==> src/rtl/datapath_sequencer.sv <==
// datapath_sequencer
// ------------------
// Micro-program sequencer for the register-file/ALU datapath. A small program
// memory is loaded through a write port; a one-cycle start pulse runs it from
// pc=0. Each instruction is fetched (FETCH), then executed (EXEC). A compare
// spends one extra cycle (FLAGW) so the datapath Flag can be captured.
// A step watchdog aborts runaway programs.
//
// Handshake: start is a single-cycle request accepted only in IDLE (busy=0).
// busy stays high from the cycle after an accepted start through the DONE
// cycle. done is a one-cycle pulse in that final cycle. prog_we is honoured
// only while busy=0; a write while busy is dropped and sets the sticky err.
//
// Ports:
//   clk, rst          clock, asynchronous active-high reset
//   prog_we/addr/data program memory write port
//   start             launch program at pc=0
//   Flag              datapath flag, sampled in FLAGW
//   Wen, WA, RAA, RAB, Op   datapath control outputs
//   busy, done, err   status to the system controller
//   pc_o              current program counter
//
// Instruction word [17:0], type in [17:16]:
//   00 ALU : Op[15:13] WA[12:9] RAA[8:5] RAB[4:1]
//   01 CMP : Op[15:13] RAA[8:5] RAB[4:1]
//   10 BRF : pol[4] target[3:0], taken when flag_q == pol
//   11 HALT
module datapath_sequencer #(
  parameter int PROG_DEPTH = 16,
  parameter int MAX_STEPS  = 255,
  localparam int PW = $clog2(PROG_DEPTH)
) (
  input  logic          clk,
  input  logic          rst,
  input  logic          prog_we,
  input  logic [PW-1:0] prog_addr,
  input  logic [17:0]   prog_data,
  input  logic          start,
  input  logic          Flag,
  output logic          Wen,
  output logic [3:0]    WA,
  output logic [3:0]    RAA,
  output logic [3:0]    RAB,
  output logic [2:0]    Op,
  output logic          busy,
  output logic          done,
  output logic          err,
  output logic [PW-1:0] pc_o
);

  typedef enum logic [2:0] {
    S_IDLE  = 3'd0,
    S_FETCH = 3'd1,
    S_EXEC  = 3'd2,
    S_FLAGW = 3'd3,
    S_DONE  = 3'd4
  } state_t;

  localparam logic [1:0]  T_ALU  = 2'b00;
  localparam logic [1:0]  T_CMP  = 2'b01;
  localparam logic [1:0]  T_BRF  = 2'b10;
  localparam logic [17:0] HALT_W = 18'h3FFFF;
  localparam logic [8:0]  MAX_C  = 9'(MAX_STEPS);

  state_t        state_q, state_d;
  logic [PW-1:0] pc_q, pc_d;
  logic [7:0]    step_q, step_d;
  logic [1:0]    ir_type_q, ir_type_d;
  logic          br_pol_q, br_pol_d;
  logic [PW-1:0] br_tgt_q, br_tgt_d;
  logic          flag_q, flag_d;
  logic          err_q, err_d;
  logic [2:0]    op_q, op_d;
  logic [3:0]    wa_q, wa_d;
  logic [3:0]    raa_q, raa_d;
  logic [3:0]    rab_q, rab_d;
  logic [17:0]   mem_q [PROG_DEPTH];
  logic [17:0]   mem_d [PROG_DEPTH];
  logic [17:0]   fetch_w;
  logic          wd_hit;

  // The watchdog fires on the EXEC whose step count would reach MAX_STEPS;
  // a HALT at that point still completes normally.
  assign wd_hit = (state_q == S_EXEC) && (ir_type_q != 2'b11) &&
                  (({1'b0, step_q} + 9'd1) == MAX_C);

  always_comb begin
    state_d   = state_q;
    pc_d      = pc_q;
    step_d    = step_q;
    ir_type_d = ir_type_q;
    br_pol_d  = br_pol_q;
    br_tgt_d  = br_tgt_q;
    flag_d    = flag_q;
    err_d     = err_q;
    op_d      = op_q;
    wa_d      = wa_q;
    raa_d     = raa_q;
    rab_d     = rab_q;
    mem_d     = mem_q;
    fetch_w   = mem_q[pc_q];

    if (prog_we && (state_q == S_IDLE)) begin
      mem_d[prog_addr] = prog_data;
    end

    case (state_q)
      S_IDLE: begin
        if (start) begin
          state_d = S_FETCH;
          pc_d    = '0;
          step_d  = '0;
          err_d   = 1'b0;
        end
      end
      S_FETCH: begin
        ir_type_d = fetch_w[17:16];
        br_pol_d  = fetch_w[4];
        br_tgt_d  = fetch_w[PW-1:0];
        // Control fields are captured here so they are stable for all of
        // EXEC; BRF/HALT leave the previous values in place.
        if (fetch_w[17:16] == T_ALU) begin
          op_d  = fetch_w[15:13];
          wa_d  = fetch_w[12:9];
          raa_d = fetch_w[8:5];
          rab_d = fetch_w[4:1];
        end else if (fetch_w[17:16] == T_CMP) begin
          op_d  = fetch_w[15:13];
          raa_d = fetch_w[8:5];
          rab_d = fetch_w[4:1];
        end
        state_d = S_EXEC;
      end
      S_EXEC: begin
        step_d = step_q + 8'd1;
        if (wd_hit) begin
          err_d   = 1'b1;
          state_d = S_DONE;
        end else begin
          case (ir_type_q)
            T_ALU: begin
              pc_d    = pc_q + PW'(1);
              state_d = S_FETCH;
            end
            T_CMP: begin
              state_d = S_FLAGW;
            end
            T_BRF: begin
              pc_d    = (flag_q == br_pol_q) ? br_tgt_q : pc_q + PW'(1);
              state_d = S_FETCH;
            end
            default: begin
              state_d = S_DONE;
            end
          endcase
        end
      end
      S_FLAGW: begin
        flag_d  = Flag;
        pc_d    = pc_q + PW'(1);
        state_d = S_FETCH;
      end
      S_DONE: begin
        state_d = S_IDLE;
      end
      default: begin
        state_d = S_IDLE;
      end
    endcase

    if (prog_we && (state_q != S_IDLE)) begin
      err_d = 1'b1;
    end
  end

  always_ff @(posedge clk or posedge rst) begin
    if (rst) begin
      state_q   <= S_IDLE;
      pc_q      <= '0;
      step_q    <= '0;
      ir_type_q <= 2'b11;
      br_pol_q  <= 1'b0;
      br_tgt_q  <= '0;
      flag_q    <= 1'b0;
      err_q     <= 1'b0;
      op_q      <= '0;
      wa_q      <= '0;
      raa_q     <= '0;
      rab_q     <= '0;
      for (int i = 0; i < PROG_DEPTH; i++) begin
        mem_q[i] <= HALT_W;
      end
    end else begin
      state_q   <= state_d;
      pc_q      <= pc_d;
      step_q    <= step_d;
      ir_type_q <= ir_type_d;
      br_pol_q  <= br_pol_d;
      br_tgt_q  <= br_tgt_d;
      flag_q    <= flag_d;
      err_q     <= err_d;
      op_q      <= op_d;
      wa_q      <= wa_d;
      raa_q     <= raa_d;
      rab_q     <= rab_d;
      mem_q     <= mem_d;
    end
  end

  // Wen is decoded from state so an asynchronous reset drops it immediately.
  assign Wen  = (state_q == S_EXEC) && (ir_type_q == T_ALU) && !wd_hit;
  assign WA   = wa_q;
  assign RAA  = raa_q;
  assign RAB  = rab_q;
  assign Op   = op_q;
  assign busy = (state_q != S_IDLE);
  assign done = (state_q == S_DONE);
  assign err  = err_q;
  assign pc_o = pc_q;

endmodule

==> config.mk <==
export PLATFORM = sky130hd
export DESIGN_NAME = datapath_sequencer
export DESIGN_NICKNAME = d
export VERILOG_FILES = /design/src/rtl/datapath_sequencer.sv
export SDC_FILE = /design/constraint.sdc
export NUM_CORES = 1
export LEC_CHECK = 0
export CAP_MARGIN = 0
export CORE_MARGIN = 1
export CORE_UTILIZATION = 45
export CTS_CLUSTER_DIAMETER = 200
export CTS_CLUSTER_SIZE = 8
export DETAILED_ROUTE_END_ITERATION = 12
export PLACE_DENSITY = 0.7
export SYNTH_ARGS = -nofsm -noshare
export SYNTH_HDL_FRONTEND = slang
export SYNTH_SLANG_ARGS = --single-unit
==> constraint.sdc <==
create_clock -name clk -period 14.1 [get_ports clk]
set_input_delay 1.41 -clock clk [delete_from_list [all_inputs] [get_ports clk]]
set_output_delay 1.41 -clock clk [all_outputs]
set_load 0.02 [all_outputs]
# Word level (Yosys, flattened, before mapping)
# Index checks and enable logic that the tools add are counted.
# op_classes
n_reduce_logical,22
n_bitwise,2
addsub,3
eq_ne,15
magnitude_cmp,3
n_mux,27
# op_table
operator,count
288-bit bitwise mux,1
18-bit binary-select mux with 4-bit select,1
18-bit demux with 4-bit select,1
18-bit two-way mux,3
4-bit two-way mux,7
8-bit one-hot mux with 2 select lines,1
3-bit two-way mux,4
3-bit one-hot mux with 4 select lines,1
4-bit one-hot mux with 3 select lines,1
5-bit greater-or-equal comparator (second input constant),2
4-bit NOT with 5-bit output,2
8-bit by 1-bit adder with 9-bit output (second input constant),1
9-bit by 8-bit equality test with 1-bit output (second input constant),1
3-bit nonzero test,3
8-bit by 1-bit adder with 8-bit output (second input constant),1
8-bit two-way mux,1
4-bit one-hot mux with 2 select lines,1
1-bit logical AND,7
3-bit by 2-bit equality test with 1-bit output (second input constant),2
2-bit != test (second input constant),3
3-bit by 2-bit != test with 1-bit output (second input constant),2
3-bit one-hot mux with 2 select lines,1
2-bit AND reduction,3
5-bit by 1-bit less-than comparator with 1-bit output (second input constant),1
16 further kinds,21
# totals
regBits,327

# Logic depth before layout (Yosys ltp)
# Gate-level depths: netlist of the first run.
# logic_depth
word_depth,7
mapped_depth,9

# Least setup slack after synthesis of the first run
# No wires, ideal clock.
# synth_path
path_type,register -> output
startpoint,register state_q[1]
endpoint,output Wen
arrival_ps,1741
stages_incl_launch_ff,6
required_time_ps,12690
setup_slack_ps,10949
path_cell_list,dfrtp_1 -> buf_4 -> inv_1 -> or3_1 -> clkbuf_1 -> nor4_1
# synth_via
elab_chain_cells,5
# synth_lines
item,line_no,source
from (decl),65,"state_t state_q, state_d;"
from (signal assigned),194,state_q <= state_d;
3-bit by 2-bit equality test with 1-bit output *,"84, 211",
1-bit logical AND (2 in a row),84,assign wd_hit = (state_q == S_EXEC) && (ir_type_q != 2'b11) &&
1-bit logical NOT,211,assign Wen = (state_q == S_EXEC) && (ir_type_q == T_ALU) && !wd_hit;
1-bit logical AND *,211,
to (decl),40,"output logic Wen,"
# Every way passes the cells marked *; elsewhere a longest branch is shown, timed or not.

# Worst setup path after layout of the first run
# layout_path
startpoint,register step_q[0]
endpoint,output Wen
# layout_via
elab_chain_cells,5
# layout_lines
item,line_no,source
from (decl),67,"logic [7:0] step_q, step_d;"
from (signal assigned),196,step_q <= step_d;
8-bit by 1-bit adder with 9-bit output,85,"(({1'b0, step_q} + 9'd1) == MAX_C);"
9-bit by 8-bit equality test with 1-bit output,85,
1-bit logical AND,84,
1-bit logical NOT,211,
1-bit logical AND,211,
# Every way passes these cells.

==> summary.txt, run 1 <==
Synth
  – Synthesized instance count: 918
  – Area of the mapped netlist: 15300 um^2
  – Asr flop ratio synth: 100%
  – Cell variety after synth: 51
  – Avg Synthesized Cell Area: 16.6 um^2
  – Sequential cell area fraction in the yosys report: 56.0%
  – Synth area leaders: dfstp_2 (50%), mux2_2 (18%), mux4_2 (12%)
  – Post-synth top cells: dfstp_2 (290), mux2_2 (244), mux4_2 (79), mux2_1 (56), dfrtp_1 (37)
  – Number of synthesized flops with an enable pin: 0
  – Syn nets: 948
  – #FFs+latches synth: 327
  – Most common cell in the netlist: dfstp_2
  – Share of the synthesized area in the top cell type: 49.9%
  – Area leader, netlist: dfstp_2
  – Yosys warns: 0
  – Synth Flop Type: dfstp_2

Placement
  – Placement-stage cell area: 16100 um^2
  – Pre-CTS setup slack: 9730 ps
  – RePlAce Congestion: 0.709
  – I/O Buffers: 49
  – Post-detail-place hpwl: 18.0 mm

Clock network
  – Setup Fix Bufs, Post-CTS: 0
  – Clock transition at the registers of the reported paths: 50 ps
  – # hold bufs at CTS: 0
  – Num CTS Buffers: 46
  – Post-CTS sizing: 0
  – Clk sinks: 327
  – CTS Root Cell: clkbuf_16
  – TritonCTS clock tree: built
  – CTS max path bufs: 3
  – H-tree depth: 2
  – Clock Latency Late Sink: 530 ps

Power
  – Lkg Pwr: 0.00702 uW
  – Peak VDD IR: 0.0000742 V
  – Power Density: 113 nW/um^2

Timing
  – Worst slew pin tran: 1250 ps
  – Hold Fails Final Rpt: 0
  – Fraction of the cycle the final worst path needs: 31.0%
  – Tmin final: 4370 ps
  – Fin worst setup slack: 9730 ps
  – Clock skew: 17.7 ps
  – Final setup vio count: 0
  – Slew Limit Fails: 0
  – Setup tns final: 0 ps
  – RSZ-0062 raised after global routing: no
  – Fmax: 0.229 GHz
  – Rel. slew slack: 16.3%

Global routing
  – GR peak layer: met2
  – GR Layer Usage met2: 30.4%
  – GRT overflow: 0
  – Antenna violations before repair: 0
  – Via count of the first global-routing pass: 8447
  – Total GRT Usage: 19.3%
  – Largest net degree at the start of global routing: 111
  – Met1 Use GR: 28.5%
  – Met3 GRT Util: 2.55%
  – First-pass GRT wire length: 50.1 mm

Route
  – Vias per cell: 5.69
  – Avg WL per Cell: 22.6 um
  – DRT Wirelength: 32.2 mm
  – Post-DRT Antenna Nets: 0
  – Residual DRC: 1
  – Initial DRC count: 484
  – First drt pass iteration count: 8
  – Vias: 8110

Worst hold path
  – Type of the worst min-delay path: flip-flop to flip-flop
  – Hold Path Depth: 2

Critical path
  – WS Path Type: flip-flop to output pin
  – Worst EP required: 12690 ps
  – R2R depth: 6
  – WP data arrival: 2960 ps
  – Crit-path max FO: 5
  – Crit path capture type: output pin
  – CP Launch Type: flip-flop

Die
  – Initial cell density of the core: 45.7%
  – Std cell rows: 67
  – Die H: 186 um
  – Total die area: 34700 um^2
  – Io pins: 50
  – Die width: 186 um
  – Core region area: 33400 um^2

Layout
  – Layout cells sized above 1: 72.4%
  – Final nets: 993
  – Fin area: 17300 um^2
  – Ant. Diodes: 0
  – Area Overhead vs Synth: 13.3%

Job
  – Number of max-cap violations: 0

Run status
  – Failing checks: DRC
  – Outcome: finished with violations
==> where the power goes <==
group          internal [uW]  switching [uW]
clock                    595             375
sequential               945           0.138
combinational           8.43            30.8
total                   1550             406
==> metrics by stage <==
stage	utilization (%)	cells	hold WS [ps]	total power [uW]
4_1_cts	51.7	1425	492	1980
2_1_floorplan	-	918	450	976
3_3_place_gp	48.0	1363	468	997
6_report	51.7	1425	483	1950
5_1_grt	51.7	1425	513	2020
3_5_place_dp	48.0	1363	480	998
==> registers in the layout, summed over array words and instances (netlist names) <==
register / cells
step_q: 8
br_tgt_q: 4
ir_type_q: 2
RAA: 4
mem_q: 288
Op: 3
flag_q: 1
br_pol_q: 1
err: 1
pc_o: 4
WA: 4
state_q: 3
RAB: 4
==> layer usage <==
metal	share of wire [%]	wire, um
met5	0	0
met1	48	15400
met3	3.3	1050
met4	1.5	472
met2	47	15200
==> worst max-delay path: stages, from the launching register on <==
cell             delay [ps]
dfrtp_1                 390
ha_1                    250
nand3_1                 150
or3_1                   360
a211oi_1                590
nor4_1                  130
clkdlybuf4s50_1         570
==> layout by cell type, fill, tap and decap left out, types with 4 or more instances in the layout <==
cell               n
nand3_1            5
clkbuf_1          14
inv_1              4
mux4_1             9
mux4_2            79
clkbuf_16         47
nor2_1            13
or3_1              4
dfstp_2          290
mux2_4            12
nand2_1           23
o21ai_0           18
mux2_1            56
mux2_2           244
dfrtp_1           34
mux2i_1            4
clkdlybuf4s50_1   49
buf_4             13
a21oi_1            5
==> kinds of logic (layout without fill, tap and decap cells) <==
group	count (synthesis)	after routing	share of synthesized area, %
adders and majority gates	3	3	0.246
buffers and inverters	70	129	2.61
AOI/OAI and AO/OA	35	35	1.32
DFF	327	327	56.0
muxes	404	404	36.8
and+or+nand+nor	75	75	2.87
xor gates and xnor gates	4	4	0.229
==> area by class of cell <==
class                   instances  area (um^2)
clock buffers                  61         1230
repair buffers                 62          588
clock inverters                 1         8.76
inverters                       5         26.3
flip-flops and latches        327         8550
multi-input cells             521         6330
fillers                      2673        16200
well taps                     448          561
==> final timing paths <==
| check | start | end | slack [ps] |
|---|---|---|---|
| min reg2reg | err | err | 480 |
| max | step_q[0] | Wen | 9730 |
| max reg2reg | pc_o[0] | WA[3] | 10200 |
| max in group asynchronous | rst | WA[0] | 10480 |
| min | err | err | 480 |
| min in group asynchronous | rst | step_q[1] | 1420 |
(Power assumes the default switching activity.)
==> run 2: changes to the inputs <==
==> constraint.sdc (replaced) <==
create_clock -name clk -period 4.5 [get_ports clk]
set_input_delay 0.45 -clock clk [delete_from_list [all_inputs] [get_ports clk]]
set_output_delay 0.45 -clock clk [all_outputs]
set_load 0.02 [all_outputs]
==> run 2 against run 1 <==
Net effect: the run now ends clean; design area up 0.43%; via count up 1.1%; setup slack worse by 8700 ps; die area unchanged; critical path depth unchanged; critical endpoint unchanged.
==> summary.txt, run 2 (synthesis gave the netlist of run 1 again) <==
Placement
  – Post-Place Cells: 1368
  – I/O Buffers: 49
  – Post-detail-place hpwl: 19.0 mm
  – RePlAce Congestion: 0.706
  – Pre-CTS setup slack: 1490 ps
  – Placement-stage cell area: 16100 um^2

Layout
  – Commonest non-fill, non-tap cell in the layout: dfstp_2
  – Largest register FFs: 288
  – Final non-filler cell total: 1434
  – Fin area: 17400 um^2
  – Final core area utilization: 51.9%
  – Final nets: 998
  – Ant. Diodes: 0
  – Biggest regs: mem_q: 288 flops, step_q: 8 flops
  – Most flops, register: mem_q
  – Most frequent cells in the layout: dfstp_2 (290), mux2_2 (244), mux4_2 (79), mux2_1 (56), clkdlybuf4s50_1 (49)
  – Area Overhead vs Synth: 13.8%
  – Layout cells sized above 1: 72.2%

Timing
  – Hold Fails Final Rpt: 0
  – Tmin final: 3460 ps
  – Slew Limit Fails: 0
  – Fraction of the cycle the final worst path needs: 77.0%
  – Fin worst setup slack: 1040 ps
  – RSZ-0062 raised after global routing: no
  – Final setup vio count: 0
  – Fmax: 0.289 GHz
  – Clock skew: 15.9 ps
  – Rel. slew slack: 18.1%
  – Worst slew pin tran: 1230 ps

Critical path
  – WS Path Type: flip-flop to output pin
  – Crit-path max FO: 5
  – Crit path capture type: output pin
  – WP data arrival: 3010 ps
  – Worst EP required: 4050 ps
  – CP Launch Type: flip-flop

Route
  – First drt pass iteration count: 8
  – Vias: 8198
  – Vias per cell: 5.72
  – Post-DRT Antenna Nets: 0
  – DRT Wirelength: 33.6 mm
  – Avg WL per Cell: 23.4 um
  – Initial DRC count: 493
  – Residual DRC: 0

Run status
  – Outcome: finished clean

Die
  – Die width: 186 um
  – Io pins: 50
  – Initial cell density of the core: 45.7%
  – Die H: 186 um
  – Core region area: 33400 um^2
  – Total die area: 34700 um^2
  – Std cell rows: 67

Power
  – Power Total: 6150 uW
  – Power Density: 354 nW/um^2
  – Lkg Pwr: 0.00706 uW
  – Peak VDD IR: 0.000283 V

Worst hold path
  – Type of the worst min-delay path: flip-flop to flip-flop

Global routing
  – GRT overflow: 0
  – Largest net degree at the start of global routing: 110
  – First-pass GRT wire length: 53.3 mm
  – Total GRT Usage: 20.6%
  – Antenna violations before repair: 0
  – Via count of the first global-routing pass: 8841

Clock network
  – H-tree depth: 2
  – Clock transition at the registers of the reported paths: 50 ps
  – Setup Fix Bufs, Post-CTS: 0
  – CTS max path bufs: 3
  – Num CTS Buffers: 46
  – Post-CTS sizing: 0
  – TritonCTS clock tree: built
  – CTS Root Cell: clkbuf_16
  – # hold bufs at CTS: 0
  – Clk sinks: 327
  – Clock Latency Late Sink: 530 ps

Job
  – Number of max-cap violations: 0
-- run 2: worst paths after layout --
check                           from          end  slack [ps]  depth (start not counted)
setup reg to reg             pc_o[0]  br_tgt_q[2]        1550                          4
setup / recovery           step_q[0]          Wen        1040                          6
hold reg to reg            step_q[7]    step_q[7]         490                          1
min in group asynchronous        rst    step_q[0]         520                          2
max in group asynchronous        rst   mem_q[112]        2870                          3
hold / removal             step_q[7]    step_q[7]         490                          1
-- run 2: metrics by stage --
step                hold WS, ps  TNS, ps
floorplan                   450    -2880
global placement            470        0
detailed placement          491        0
CTS                         499        0
global route                531        0
finish                      493        0
-- run 2: critical path, cell delays in order (launching register included) --
cell and delay [ps]:
dfrtp_1 410, ha_1 240, nand3_1 140, or3_1 360, a211oi_1 630, nor4_1 130
clkdlybuf4s50_1 570
-- run 2: final cells by class --
class	instances	area, um^2
Timing Repair Buffer	67	651
Inverter	5	22.5
Fill cell	2711	16100
Sequential cell	327	8550
Clock buffer	65	1240
Multi-Input combinational cell	521	6330
Clock inverter	1	8.76
Tap cell	448	561
-- run 2: routing by layer --
| metal | wire, um | vias up | track usage [%] |
|---|---|---|---|
| met2 | 15600 | 179 | 32.0 |
| met1 | 15700 | 4426 | 30.2 |
| met4 | 764 | 0 | 6.03 |
| met5 | 0 | - | 0 |
| li1 | - | 3541 | - |
| met3 | 1560 | 52 | 2.90 |
-- run 2: report_power, final --
group	total, uW	internal (uW)	leakage (uW)	switching [uW]
sequential	2960	2960	0.00346	0.313
clock	3060	1880	0.000605	1180
combinational	129	29.9	0.00300	99.1
total	6150	4870	0.00706	1280
